[src/rtl/alu_seq_if.sv]
// Bus between the control sequencer (master) and the multi-cycle ALU (slave):
// request fields travel with start, results and status come back.
interface alu_seq_if #(
  parameter int WIDTH = 16,
  parameter int SHW   = $clog2(WIDTH)
) ();
  logic             start;
  logic [2:0]       op;
  logic [WIDTH-1:0] acc_data;
  logic [WIDTH-1:0] mem_data;
  logic [WIDTH-1:0] arg_data;
  logic [SHW-1:0]   shamt;
  logic [WIDTH-1:0] result;
  logic             is_zero;
  logic             is_neg;
  logic             carry;
  logic             busy;
  logic             done;

  modport master (
    output start, op, acc_data, mem_data, arg_data, shamt,
    input  result, is_zero, is_neg, carry, busy, done
  );

  modport slave (
    input  start, op, acc_data, mem_data, arg_data, shamt,
    output result, is_zero, is_neg, carry, busy, done
  );
endinterface

[src/rtl/alu_seq.sv]
// Multi-cycle ALU: NAND / load / pass complete in one cycle, shifts and
// rotates move one bit per clock, with a one-cycle done pulse on completion.
module alu_seq #(
  parameter int WIDTH = 16,
  parameter int SHW   = $clog2(WIDTH)
) (
  input  logic      clk_i,
  input  logic      rst_i,
  alu_seq_if.slave  bus
);

  typedef enum logic [1:0] {IDLE, SHIFT, DONE} state_e;

  localparam logic [2:0] OP_NAD  = 3'b000;
  localparam logic [2:0] OP_SHR  = 3'b001;
  localparam logic [2:0] OP_SHL  = 3'b010;
  localparam logic [2:0] OP_ARG  = 3'b011;
  localparam logic [2:0] OP_ASR  = 3'b100;
  localparam logic [2:0] OP_ROR  = 3'b101;
  localparam logic [2:0] OP_ROL  = 3'b110;
  localparam logic [2:0] OP_PASS = 3'b111;

  state_e           state_q, state_d;
  logic [WIDTH-1:0] result_q, result_d;
  logic [WIDTH-1:0] work_q, work_d;
  logic [SHW-1:0]   cnt_q, cnt_d;
  logic [2:0]       op_q, op_d;
  logic             carry_q, carry_d;

  logic [WIDTH-1:0] stepVal;
  logic             stepOut;
  logic             accept;
  logic             shiftReq;

  always_ff @(posedge clk_i) begin
    if (rst_i) begin
      state_q  <= IDLE;
      result_q <= '0;
      work_q   <= '0;
      cnt_q    <= '0;
      op_q     <= OP_NAD;
      carry_q  <= 1'b0;
    end else begin
      state_q  <= state_d;
      result_q <= result_d;
      work_q   <= work_d;
      cnt_q    <= cnt_d;
      op_q     <= op_d;
      carry_q  <= carry_d;
    end
  end

  // One-bit move of the working register for the latched shift/rotate op.
  always_comb begin
    stepVal = work_q;
    stepOut = 1'b0;
    case (op_q)
      OP_SHR: begin stepVal = {1'b0, work_q[WIDTH-1:1]};              stepOut = work_q[0];       end
      OP_SHL: begin stepVal = {work_q[WIDTH-2:0], 1'b0};              stepOut = work_q[WIDTH-1]; end
      OP_ASR: begin stepVal = {work_q[WIDTH-1], work_q[WIDTH-1:1]};   stepOut = work_q[0];       end
      OP_ROR: begin stepVal = {work_q[0], work_q[WIDTH-1:1]};         stepOut = work_q[0];       end
      OP_ROL: begin stepVal = {work_q[WIDTH-2:0], work_q[WIDTH-1]};   stepOut = work_q[WIDTH-1]; end
      default: begin stepVal = work_q;                                stepOut = 1'b0;            end
    endcase
  end

  assign accept   = bus.start && (state_q != SHIFT);
  assign shiftReq = (bus.op != OP_NAD) && (bus.op != OP_ARG) && (bus.op != OP_PASS);

  always_comb begin
    state_d  = state_q;
    result_d = result_q;
    work_d   = work_q;
    cnt_d    = cnt_q;
    op_d     = op_q;
    carry_d  = carry_q;
    case (state_q)
      IDLE, DONE: begin
        state_d = IDLE;
        if (accept) begin
          op_d = bus.op;
          if (shiftReq && (bus.shamt != '0)) begin
            work_d  = bus.acc_data;
            cnt_d   = bus.shamt;
            state_d = SHIFT;
          end else begin
            // Zero-distance shifts fall through to the acc pass-through.
            carry_d = 1'b0;
            state_d = DONE;
            case (bus.op)
              OP_NAD:  result_d = ~(bus.acc_data & bus.mem_data);
              OP_ARG:  result_d = bus.arg_data;
              default: result_d = bus.acc_data;
            endcase
          end
        end
      end
      SHIFT: begin
        work_d = stepVal;
        cnt_d  = cnt_q - SHW'(1);
        if (cnt_q == SHW'(1)) begin
          result_d = stepVal;
          carry_d  = stepOut;
          state_d  = DONE;
        end
      end
      default: state_d = IDLE;
    endcase
  end

  assign bus.result  = result_q;
  assign bus.is_zero = (result_q == '0);
  assign bus.is_neg  = result_q[WIDTH-1];
  assign bus.carry   = carry_q;
  assign bus.busy    = (state_q == SHIFT);
  assign bus.done    = (state_q == DONE);

endmodule
[src/flat_wrapper.sv]
// flat-port wrapper written by rule: the top's interface ports become plain ports
module alu_seq_flat 
#(
  parameter int WIDTH = 16,
  parameter int SHW   = $clog2(WIDTH)
)
  (clk_i, rst_i, bus_start, bus_op, bus_acc_data, bus_mem_data, bus_arg_data, bus_shamt, bus_result, bus_is_zero, bus_is_neg, bus_carry, bus_busy, bus_done);
  alu_seq_if #(.WIDTH(WIDTH), .SHW(SHW)) bus_i ();
  input  logic clk_i;
  input  logic rst_i;
  input wire logic [$bits(bus_i.start)-1:0] bus_start;
  input wire logic [$bits(bus_i.op)-1:0] bus_op;
  input wire logic [$bits(bus_i.acc_data)-1:0] bus_acc_data;
  input wire logic [$bits(bus_i.mem_data)-1:0] bus_mem_data;
  input wire logic [$bits(bus_i.arg_data)-1:0] bus_arg_data;
  input wire logic [$bits(bus_i.shamt)-1:0] bus_shamt;
  output wire logic [$bits(bus_i.result)-1:0] bus_result;
  output wire logic [$bits(bus_i.is_zero)-1:0] bus_is_zero;
  output wire logic [$bits(bus_i.is_neg)-1:0] bus_is_neg;
  output wire logic [$bits(bus_i.carry)-1:0] bus_carry;
  output wire logic [$bits(bus_i.busy)-1:0] bus_busy;
  output wire logic [$bits(bus_i.done)-1:0] bus_done;
  assign bus_i.start = bus_start;
  assign bus_i.op = bus_op;
  assign bus_i.acc_data = bus_acc_data;
  assign bus_i.mem_data = bus_mem_data;
  assign bus_i.arg_data = bus_arg_data;
  assign bus_i.shamt = bus_shamt;
  assign bus_result = bus_i.result;
  assign bus_is_zero = bus_i.is_zero;
  assign bus_is_neg = bus_i.is_neg;
  assign bus_carry = bus_i.carry;
  assign bus_busy = bus_i.busy;
  assign bus_done = bus_i.done;
  alu_seq #(.WIDTH(WIDTH), .SHW(SHW)) u_core (.clk_i(clk_i), .rst_i(rst_i), .bus(bus_i));
endmodule
[config.mk]
export PLATFORM = sky130hd
export DESIGN_NAME = alu_seq_flat
export DESIGN_NICKNAME = d
export VERILOG_FILES = /design/src/rtl/alu_seq_if.sv /design/src/rtl/alu_seq.sv /design/src/flat_wrapper.sv
export SDC_FILE = /design/constraint.sdc
export NUM_CORES = 1
export LEC_CHECK = 0
export CELL_PAD_IN_SITES_DETAIL_PLACEMENT = 0
export CELL_PAD_IN_SITES_GLOBAL_PLACEMENT = 1
export CORE_ASPECT_RATIO = 0.9
export CORE_MARGIN = 1.5
export CORE_UTILIZATION = 50
export DETAILED_ROUTE_END_ITERATION = 6
export DONT_BUFFER_PORTS = 1
export GPL_ROUTABILITY_DRIVEN = 0
export PLACE_DENSITY = 0.95
export SLEW_MARGIN = 20
export SYNTH_ARGS = -nofsm -noshare
export SYNTH_HDL_FRONTEND = slang
export SYNTH_SLANG_ARGS = --single-unit
[constraint.sdc]
create_clock -name clk_i -period 3.2 [get_ports clk_i]
set_input_delay 0.96 -clock clk_i [delete_from_list [all_inputs] [get_ports clk_i]]
set_output_delay 0.96 -clock clk_i [all_outputs]
set_load 0.05 [all_outputs]
Word-level counts from Yosys, hierarchy flattened
Index checks and enable logic that the tools add are counted.
W data, S select, Z words.

word-level totals
  flip-flop bits (word level) = 42
  output and inout port bits = 21
  word-level logic and storage cells = 62
  input port bits = 58

operators by class
  bitwise gates (word level) = 2
  reductions and logical operators = 16
  mux-type cells = 21
  add/sub/neg operators = 1
  equality and inequality tests = 16

operators with widths
  operator               number
  $pmux W16 S2           3
  $mux W16               5
  $pmux W16 S5           1
  $and A16 B16 Y16       1
  $logic_not A16 Y1      1
  $not A16 Y16           1
  $eq A3 B3 Y1 const B   3
  $mux W4                2
  $ne A2 B1 Y1 const B   4
  $pmux W4 S2            1
  $eq A3 B2 Y1 const B   2
  $mux W2                3
  $eq A4 B1 Y1 const B   1
  $logic_and A1 B1 Y1    4
  $pmux W1 S2            2
  $pmux W2 S2            1
  $reduce_and A4 Y1      1
  $reduce_bool A4 Y1     1
  $reduce_or A2 Y1       2
  $sub A4 B1 Y4 const B  1
  $eq A3 B1 Y1 const B   1
  $logic_not A3 Y1       1
  $mux W1                3
  $ne A3 B2 Y1 const B   1
  10 further kinds       10

Longest topological paths before layout
  depth after elaboration = 7
  gate-level depth with buffers = 8
  mapped depth without buffers = 6

Least setup slack after synthesis
OpenSTA, ideal clock, no wires.

  path type = register -> output
  from = register u_core.state_q[1]
  to = output bus_busy
  arrival = 1,586 ps
  cell stages (with the launch flop) = 7
  path slack = 654 ps
  required time = 2,240 ps
  path buffers = 4
  path through = dfxtp_1 nand2b_1 clkbuf_1 inv_1 buf_2 buf_2 clkbuf_1

between the ends
  cells in the longest elaborated chain, start to end = 1

ends and longest elaborated chain
  item                    RTL line            text
  from (decl)             alu_seq.sv:23       state_e state_q, state_d;
  from (signal assigned)  alu_seq.sv:44       state_q <= state_d;
  $eq A2 B1 Y1            alu_seq.sv:115      assign bus.busy = (state_q == SHIFT);
  to (decl)               flat_wrapper.sv:21  output wire logic [$bits(bus_i.busy)-1:0] bus_busy;

No other way between the ends.

Final worst setup path
  from = register u_core.result_q[10], in the netlist u_core.bus.result[10]
  to = output bus_is_zero

between the ends
  cells in the longest elaborated chain, start to end = 1

ends and longest elaborated chain
  item                    RTL line            text
  from (decl)             alu_seq.sv:24       logic [WIDTH-1:0] result_q, result_d;
  from (signal assigned)  alu_seq.sv:45       result_q <= result_d;
  $logic_not A16 Y1       alu_seq.sv:112      assign bus.is_zero = (result_q == '0);
  to (decl)               flat_wrapper.sv:18  output wire logic [$bits(bus_i.is_zero)-1:0] bus_is_zero;

No other way between the ends.

==> results.ini <==
[global_routing]
antenna_found_initial = 0
track_usage_pct = 26.7
grt_first_pass_wirelength_mm = 11.8
grt_pass1_vias = 2356
grt_max_degree = 28
globalRouteOverflowTotal = 0

[yosys]
synth_top_area_cell = dfxtp_1
synth_edf_count = 0
synthTopCellsByArea = dfxtp_1 32%, a21oi_1 7.0%, a221o_1 4.2%, a21o_1 4.0%, a22oi_1 4.0%
async_flop_share_pct = 0
synthesis.area_mm2 = 0.00264
ys_ff_latch = 42
seq_area_frac_synth_pct = 31.8
synthCells = 315
synth_top_area_share_pct = 31.8
syn_nets = 375
synth.avg_cell_area_um2 = 8.39
yosysWarnings = 0
yosysUniqueCellTypes = 56
synth_ff_type = dfxtp_1

[floorplan]
rows = 24
die_w_um = 79.7
core_area_mm2 = 0.00495
ios = 79
dieArea_mm2 = 0.00573
initial_utilization_pct = 53.4
die_h_um = 72.0

[setup_path]
end_kind = primary output
crit_required_ps = 2240
cp-start-kind = flop
criticalPathCategory = flop to primary output
crit_slowest_cell = nor4_1
r2r_slack_ps = 1120
crit_chain = nor4_1 -> and4_1
path_max_fanout = 3
critical_path.top_delay_family = simple AND/OR/NAND/NOR gates
slowest_delay_ps = 640
cp.arrival_ps = 2070
path_buf_inv = 0

[sta]
fin_crit_sh_pct = 94.7
fmax_ghz = 0.330
rsz0062_at_grt = no
tns_ps = 0
hold_viol = 0
setup_viol = 0
slew_headroom_pct = 38.2
fin_crit_ps = 3030
finClkSkew_ps = 4.88
hold-worst-slack_ps = 488
worst_slack_ps = 169
drv_slew = 0
worst_slew_pin_slew_ps = 925

[finish]
syn_to_final_growth_pct = 5.11
fill_cells = 468
drive_above_1_share_pct = 10.2
diodes = 0
nNetsFinal = 364
final_common_cell = dfxtp_1
final_core_util_pct = 56.1
layout_common_cells = 42 x dfxtp_1, 37 x a21oi_1, 20 x nand2_1, 18 x o21ai_0

[clocking]
cts_made_buffers = 5
insertion_delay_ps = 300
cts-resized-gates = 0
h-tree-depth = 2
cts.sink_count = 42
cts.clk_slew.worst_paths_ps = 80
post-cts-setup-buffers = 0
ctsHoldBuffers = 0
clockBufferDepth = 2
cts-root-buf = clkbuf_8
cts_tree = built

[detailed_routing]
wl_per_cell_um = 20.6
route.vias.total = 2602
first_iter_violations = 267
drc = 0
firstDrtPassIters = 4
ant_nets = 0
wirelength_mm = 7.64
routed_via_density = 7.03

[status]
status = completed

[place]
portBuffers = 0
dpl.hpwl_mm = 5.29
place_ws_ps = 528

[run]
max-cap-violations = 0

[power]
total_power_uw = 1410
p_leak_uw = 0.00104
vdd.ir_drop.worst_uv = 247
power_density_mw_per_mm2 = 509

[hold_path]
min_path_type = flop to flop

report_power, final:
part / leakage (µW) / internal [µW] / total, µW / switching [µW]
sequential: 0.000345 / 574 / 684 / 110
combinational: 0.000647 / 149 / 367 / 218
clock: 0.0000482 / 174 / 362 / 188
total: 0.00104 / 897 / 1410 / 516
metal layers:
layer / track usage [%] / wire (µm)
met1: 36.9 / 3340
met2: 42.7 / 3510
met3: 5.41 / 735
met4: 6.82 / 53
met5: 0 / 0
cells by family after synthesis:
logic type | count (synthesis) | share of synthesized area, %
AO/OA/AOI/OAI | 164 | 45.0
adder cells (fa/ha/maj) | 2 | 0.946
buffers and inverters | 37 | 6.29
flip-flops | 42 | 31.8
multiplexers | 5 | 2.60
AND/OR/NAND/NOR | 65 | 13.3
final cells by class:
class	count	area, µm²	area share, %
Multi-Input combinational cell	236	1640	58.9
Clock buffer	7	86.3	3.11
Sequential cell	42	841	30.3
Timing Repair Buffer	12	103	3.69
Clock inverter	1	5.00	0.180
Tap cell	65	81.3	2.93
Inverter	7	26.3	0.946
worst register-to-register path: stages, from the launching register on:
cell and delay (ps):
dfxtp_1 560, nor2b_1 800, a22oi_1 230, a211o_1 300, a21oi_1 130
state kept, by name, summed over array words and instances (netlist names):
name / cells
u_core.bus.carry: 1
u_core.cnt_q: 4
u_core.op_q: 3
u_core.state_q: 2
u_core.bus.result: 16
u_core.work_q: 16
cell usage after synthesis, types with 2 or more instances:
cell / count
a221oi_1: 3
a21o_1: 14
nand2_1: 20
nor2_1: 6
or2_2: 2
nor3_1: 5
a22oi_1: 14
nand2b_1: 4
nand3_1: 4
or3_1: 2
a31oi_1: 3
ha_1: 2
dfxtp_1: 42
a21boi_0: 11
buf_6: 2
a311oi_1: 3
o21ai_0: 18
a211o_1: 5
a21oi_1: 37
a211oi_1: 12
o221ai_1: 11
a221o_1: 11
a32o_1: 3
clkbuf_1: 19
nor2b_1: 5
nor4_1: 4
o2bb2ai_1: 11
mux2i_1: 2
buf_2: 7
inv_1: 7
per-stage QoR:
step,area (µm²),instances
final,2780,370
after global routing,2780,370
after CTS,2780,370
after detailed placement,2690,362
after global placement,2690,362
after floorplan,2640,315
path summary, 6_finish.rpt:
kind                              start                to  depth (start not counted)
hold reg to reg         u_core.cnt_q[1]   u_core.cnt_q[1]                          2
hold / removal          u_core.cnt_q[1]   u_core.cnt_q[1]                          2
setup reg to reg         u_core.op_q[1]  u_core.bus.carry                          4
setup / recovery  u_core.bus.result[10]       bus_is_zero                          2
Note: power is estimated with default switching activity, not from simulation.
